`src/rtl/umem_responder.sv`:
```
// Word read/write responder over a byte-organised memory it owns.
// Accepts one request at a time and answers after WAIT_STATES extra cycles.
module umem_responder #(
  parameter int unsigned MEM_BYTES   = 256,
  parameter int unsigned ADDR_W      = 8,
  parameter int unsigned WAIT_STATES = 1
) (
  input  logic              clk,
  input  logic              nreset,
  input  logic              req_valid,
  output logic              req_ready,
  input  logic              req_write,
  input  logic [ADDR_W-1:0] req_addr,
  input  logic [31:0]       req_wdata,
  input  logic [3:0]        req_be,
  output logic              rsp_valid,
  input  logic              rsp_ready,
  output logic [31:0]       rsp_rdata,
  output logic              rsp_err
);

  localparam int unsigned IdxW  = $clog2(MEM_BYTES);
  localparam int unsigned WordW = IdxW - 2;
  localparam logic [ADDR_W:0] LastByteOfs = {{(ADDR_W - 1){1'b0}}, 2'b11};

  typedef enum logic [1:0] {StIdle, StAccess, StResp} state_e;

  state_e            state_q, state_d;
  logic [3:0]        cnt_q, cnt_d;
  logic              write_q, write_d;
  logic [ADDR_W-1:0] addr_q, addr_d;
  logic [31:0]       wdata_q, wdata_d;
  logic [3:0]        be_q, be_d;
  logic              req_ready_q, req_ready_d;
  logic              rsp_valid_q, rsp_valid_d;
  logic [31:0]       rsp_rdata_q, rsp_rdata_d;
  logic              rsp_err_q, rsp_err_d;
  logic [7:0]        mem_q [MEM_BYTES];
  logic [7:0]        mem_d [MEM_BYTES];

  logic [ADDR_W:0]   addr_end;
  logic              access_err;
  logic [WordW-1:0]  word_idx;
  logic [31:0]       rd_word;

  // One extra address bit keeps addr+3 from wrapping back into range.
  always_comb begin
    addr_end   = {1'b0, addr_q} + LastByteOfs;
    access_err = (addr_q[1:0] != 2'b00) || (32'(addr_end) >= MEM_BYTES);
    word_idx   = addr_q[IdxW-1:2];
    rd_word    = {mem_q[{word_idx, 2'd3}], mem_q[{word_idx, 2'd2}],
                  mem_q[{word_idx, 2'd1}], mem_q[{word_idx, 2'd0}]};
  end

  always_comb begin
    state_d     = state_q;
    cnt_d       = cnt_q;
    write_d     = write_q;
    addr_d      = addr_q;
    wdata_d     = wdata_q;
    be_d        = be_q;
    req_ready_d = req_ready_q;
    rsp_valid_d = rsp_valid_q;
    rsp_rdata_d = rsp_rdata_q;
    rsp_err_d   = rsp_err_q;
    mem_d       = mem_q;

    unique case (state_q)
      StIdle: begin
        if (req_valid) begin
          write_d     = req_write;
          addr_d      = req_addr;
          wdata_d     = req_wdata;
          be_d        = req_be;
          cnt_d       = 4'(WAIT_STATES);
          req_ready_d = 1'b0;
          state_d     = StAccess;
        end
      end
      StAccess: begin
        if (cnt_q != 4'd0) begin
          cnt_d = cnt_q - 4'd1;
        end else begin
          rsp_valid_d = 1'b1;
          rsp_err_d   = access_err;
          rsp_rdata_d = '0;
          state_d     = StResp;
          if (!access_err) begin
            if (write_q) begin
              for (int i = 0; i < 4; i++) begin
                if (be_q[i]) mem_d[{word_idx, 2'(i)}] = wdata_q[8*i +: 8];
              end
            end else begin
              rsp_rdata_d = rd_word;
            end
          end
        end
      end
      StResp: begin
        if (rsp_ready) begin
          rsp_valid_d = 1'b0;
          rsp_err_d   = 1'b0;
          rsp_rdata_d = '0;
          req_ready_d = 1'b1;
          state_d     = StIdle;
        end
      end
      default: state_d = StIdle;
    endcase
  end

  always_ff @(posedge clk or negedge nreset) begin
    if (!nreset) begin
      state_q     <= StIdle;
      cnt_q       <= '0;
      write_q     <= 1'b0;
      addr_q      <= '0;
      wdata_q     <= '0;
      be_q        <= '0;
      req_ready_q <= 1'b1;
      rsp_valid_q <= 1'b0;
      rsp_rdata_q <= '0;
      rsp_err_q   <= 1'b0;
      for (int i = 0; i < int'(MEM_BYTES); i++) mem_q[i] <= '0;
    end else begin
      state_q     <= state_d;
      cnt_q       <= cnt_d;
      write_q     <= write_d;
      addr_q      <= addr_d;
      wdata_q     <= wdata_d;
      be_q        <= be_d;
      req_ready_q <= req_ready_d;
      rsp_valid_q <= rsp_valid_d;
      rsp_rdata_q <= rsp_rdata_d;
      rsp_err_q   <= rsp_err_d;
      mem_q       <= mem_d;
    end
  end

  assign req_ready = req_ready_q;
  assign rsp_valid = rsp_valid_q;
  assign rsp_rdata = rsp_rdata_q;
  assign rsp_err   = rsp_err_q;

endmodule
```
`config.mk`:
```
export PLATFORM = sky130hd
export DESIGN_NAME = umem_responder
export DESIGN_NICKNAME = d
export VERILOG_FILES = /design/src/rtl/umem_responder.sv
export SDC_FILE = /design/constraint.sdc
export NUM_CORES = 2
export LEC_CHECK = 0
export ABC_AREA = 1
export ABC_CLOCK_PERIOD_IN_PS = 3700
export BUFFER_PORTS_ARGS = -buffer_cell sky130_fd_sc_hd__buf_4
export CAP_MARGIN = 20
export CORE_ASPECT_RATIO = 0.75
export CORE_MARGIN = 4
export CORE_UTILIZATION = 50
export DETAILED_ROUTE_END_ITERATION = 7
export GPL_TIMING_DRIVEN = 0
export PLACE_DENSITY = 0.63
export REMOVE_ABC_BUFFERS = 1
export SYNTH_ARGS = -nofsm -noshare
export SYNTH_HDL_FRONTEND = slang
export SYNTH_SLANG_ARGS = --single-unit
```
`constraint.sdc`:
```
create_clock -name clk -period 3.7 [get_ports clk]
set_input_delay 0.185 -clock clk [delete_from_list [all_inputs] [get_ports clk]]
set_output_delay 0.185 -clock clk [all_outputs]
set_load 0.05 [all_outputs]
```
==> results.rst <==
.. list-table::
   :header-rows: 1

   * - Metric
     - Value
   * - Number of max-slew violations in the final report
     - 0
   * - Clock latency at the later pin of the worst-skew pair
     - 0.88 ns
   * - Sequential share of power
     - 32.3%
   * - Pint
     - 45.3 mW
   * - P_leak
     - 57.5 nW
   * - Leading cell types in the layout, fill and taps excluded
     - nand2_1 (4810), dfrtp_1 (2130), inv_1 (1869), o21ai_1 (1848), nand3_1 (960)
   * - Prevailing post-synth register cell
     - dfrtp_1
   * - Multi-input gate area in the final layout
     - 39800 um^2
   * - Post-synthesis average cell area
     - 7.65 um^2
   * - RSZ-0062 raised after global routing
     - true
   * - Minimum setup slack among reg-to-reg paths
     - 0.06 ns
   * - Kind of start point of the critical path
     - flip-flop
   * - Register clock-pin slew on the reported worst setup and hold paths
     - 0.06 ns
   * - Sequence of cells on the critical path
     - buf_16 -> buf_16 -> buf_16 -> inv_16 -> buf_16 -> buf_16 -> nand2_1 -> nand3_1 -> nand2_1 -> o21ai_0 -> nand2_1 -> nor2_1 -> nand2_1 -> nand2_1 -> nand2_1
   * - Worst Setup Slack post-DPL
     - -1.74 ns
   * - Total of max-cap violations
     - 0
   * - Crit. Startpoint
     - addr_q[2]
   * - Termination of the worst setup path
     - rsp_rdata[7]
   * - Hold slack
     - -0.0448 ns
   * - CP Data Required Time
     - 4.48 ns
   * - Final global-route overflow total
     - 0
   * - Final clock skew
     - 0.0676 ns
   * - Pwr dens
     - 660 nW/um^2
   * - Core ar.
     - 208000 um^2
   * - Number of buffers created by CTS
     - 223
   * - Detailed-placement wirelength estimate
     - 190000 um
   * - Reg-to-reg critical path endpoint
     - rsp_rdata[7]
   * - Detailed-route DRC error count
     - 0
   * - Initial Utilization
     - 50.2%
   * - X dimension of the die
     - 536 um
   * - Nets@finish
     - 13400
   * - Switching power as a share of total power
     - 40.9%
   * - Boundary Pins
     - 84
   * - Min cycle time layout
     - 3.64 ns
   * - Number of antenna violations at the first check in global routing
     - 10
   * - Final critical-path share of the clock period
     - 98.4%
   * - Iteration-0 DRC count of the detailed router
     - 8853
   * - Vias in the first global route
     - 82500
   * - Share of the yosys chip area belonging to registers
     - 51.1%
   * - Slew @ Worst Pin
     - 1.07 ns
   * - Tightest Hold Check Type
     - in2async
   * - Number of optimization iterations in the first detailed-route pass
     - 6
   * - Filler Cells Inserted
     - 19100
   * - Cell with the largest stage delay on the worst path
     - dfrtp_4
   * - Residual antenna-violating net count after detailed routing
     - 0
   * - Fraction of power consumed by the clock network
     - 29.8%
   * - Crit Path Category
     - reg2reg
   * - Synth warnings
     - 0
   * - H-tree depth reported by CTS
     - 4
   * - EDFF count, synth
     - 0
   * - GRT Overall Usage
     - 29.2%
   * - Mean number of vias per cell
     - 5.31
   * - CP Data Arrival Time
     - 4.42 ns
   * - Post-route non-filler standard cell count
     - 16300
   * - Placed inst area
     - 107000 um^2
   * - Util after Layout
     - 55.8%
   * - #FFs+latches synth
     - 2134
   * - Total placed cells including tap cells
     - 15800
   * - Max FO, Critical Path
     - 37
   * - Sequential cell area
     - 53400 um^2
   * - CP Capture Type
     - flip-flop
   * - Violations in the final reports
     - hold timing
   * - Number of hold-slack violations in the final timing report
     - 10
   * - Die Y-Extent
     - 404 um
   * - Total non-filler cell area in the finished layout
     - 116000 um^2
   * - TritonCTS sink count
     - 2134
   * - Cell repeated most along the worst path
     - nand2_1
   * - Proportion of layout cells with a drive suffix above 1
     - 8.45%
   * - Number of rows created at floorplan
     - 145
   * - Setup WS post-layout
     - 0.0593 ns
   * - Worst IR Drop VDD
     - 0.000679 V
   * - Highest attainable clock frequency
     - 275 MHz
   * - Buffers on Ports
     - 83
   * - Most frequent standard cell in the layout excluding fill and tap cells
     - nand2_1
   * - Pin count of the biggest net entering global routing
     - 174
   * - Async S/R FF share, synth
     - 100%
   * - Reported net switching power
     - 31.3 mW
   * - Total power consumption of the routed design
     - 76.7 mW
   * - Wire length of the first global-routing pass
     - 493000 um
   * - Startpoint of the most critical register-to-register path
     - addr_q[2]
   * - Part of the total power dissipated in combinational logic
     - 37.9%
   * - TritonCTS clock tree
     - done
   * - Weighted congestion reported at the end of routability-driven placement
     - 0.816
   * - Count of unique library cells instantiated by Yosys
     - 33
   * - Number of cells on the worst reg-to-reg path
     - 15
   * - Relative slew slack
     - 28.8%
   * - Summed instance area of the synthesized netlist
     - 104000 um^2
   * - Number of standard cells after synthesis
     - 13700
   * - Stage delay of the slowest cell on the critical path
     - 0.54 ns
   * - Run status
     - finished with violations
   * - Average wire per cell in the routed design
     - 19.4 um
   * - Cell at the root of the clock tree
     - clkbuf_16
   * - Buffer levels on the longest clock path
     - 4
   * - Layout overhead on the synthesized area
     - 11.2%
   * - Via count
     - 86400
   * - Area enclosed by the die boundary
     - 216000 um^2
   * - Final setup violation count
     - 0
   * - Final routed wirelength across all metal layers
     - 316000 um
## power groups by stage
| stage | logic [mW] | registers, mW | clock network (mW) |
|---|---|---|---|
| after floorplan | 10.9 | 25.8 | 0 |
| after global placement | 16.0 | 25.2 | 0 |
| after detailed placement | 27.3 | 25.2 | 0 |
| after CTS | 28.8 | 24.7 | 23.3 |
| after global routing | 31.6 | 24.8 | 24.2 |
| final | 29.1 | 24.7 | 22.9 |
## critical path, delay by kind of cell (launching register included)
| kind | cells | cell delay, ns |
|---|---|---|
| AOI/OAI and AO/OA | 1 | 0.41 |
| buffers and inverters | 6 | 1.40 |
| DFF | 1 | 0.54 |
| and+or+nand+nor | 8 | 0.97 |
## flip-flops by register name, summed over array words and instances, names as in the netlist
name       flops
cnt_q          4
wdata_q       32
be_q           4
addr_q         8
mem_q       2048
rsp_valid      1
state_q        2
write_q        1
req_ready      1
rsp_rdata     32
rsp_err        1
## per-stage QoR
| step | hold slack [ns] | setup TNS [ns] |
|---|---|---|
| floorplan | -0.111 | - |
| global placement | 0.390 | - |
| detailed placement | 0.242 | -1057.24 |
| CTS | 0.00870 | -0.0230 |
| global route | 0.0472 | -0.183 |
| finish | -0.0448 | 0 |
## per-layer routing
| layer | global-route usage [%] | up-vias | part of all wire [%] |
|---|---|---|---|
| met2 | 43.5 | 2744 | 43 |
| met3 | 6.14 | 535 | 8.3 |
| met1 | 41.9 | 41600 | 45 |
| met5 | 0 | - | 0.011 |
| li1 | - | 41600 | - |
| met4 | 11.1 | 6 | 4.2 |
## synthesized netlist by cell type (2+ instances only)
| cell type | instances | area (um^2) |
|---|---|---|
| nor3_1 | 2 | 10.0 |
| or2_2 | 128 | 801 |
| o21ai_0 | 441 | 2210 |
| buf_4 | 23 | 173 |
| inv_4 | 9 | 56.3 |
| inv_1 | 1902 | 7140 |
| nor2_2 | 7 | 43.8 |
| nor2_4 | 22 | 248 |
| inv_2 | 5 | 18.8 |
| buf_2 | 207 | 1040 |
| clkbuf_1 | 551 | 2070 |
| o21ai_1 | 1841 | 9210 |
| o211ai_1 | 32 | 240 |
| nand2_4 | 113 | 1270 |
| nand3_1 | 960 | 4800 |
| nand2_1 | 4825 | 18100 |
| nor2_8 | 40 | 801 |
| buf_6 | 69 | 777 |
| buf_1 | 32 | 120 |
| ha_1 | 2 | 25.0 |
| nand2_2 | 92 | 576 |
| nor3_4 | 7 | 114 |
| nor2_1 | 142 | 533 |
| dfrtp_1 | 2133 | 53400 |
| o21ai_2 | 70 | 613 |
## cell families (layout without fill, tap and decap cells)
kind of cell | after synthesis | after routing | share of synthesized area (%)
AND/OR/NAND/NOR | 6343 | 6345 | 26.2
AO/OA/AOI/OAI | 2385 | 2385 | 11.8
other | 0 | 6 | 0
adder cells (fa/ha/maj) | 2 | 2 | 0.0240
flip-flops | 2134 | 2134 | 51.1
buffers and inverters | 2799 | 2609 | 10.9
## final cells by class
class	count	area share [%]
timing repair inverter	2	0.0151
tap	2793	3.01
clock inverter	50	0.581
sequential	2134	46.0
antenna	6	0.0129
clock buffer	342	5.73
inverter	1917	6.28
multi-input combinational	8732	34.3
timing repair buffer	298	4.14
## worst min path at each step
stage | from | to | slack (ns) | depth (start not counted)
after detailed placement | nreset | mem_q[832] | 0.24 | 1
after CTS | nreset | mem_q[1152] | 0.009 | 2
after floorplan | nreset | addr_q[0] | -0.11 | 0
after global routing | req_wdata[1] | wdata_q[1] | 0.05 | 4
final | nreset | mem_q[838] | -0.04 | 2
after global placement | req_wdata[13] | wdata_q[13] | 0.39 | 3
## repair_timing
item	in CTS	in global routing
endpoints found under the setup margin	1401	656
resized for setup	25	19
pin swaps	13	3
buffers inserted	31	0
endpoints found under the hold margin	211	0
cloned	15	5
hold buffers	51	0
Note: power is estimated with default switching activity, not from simulation.
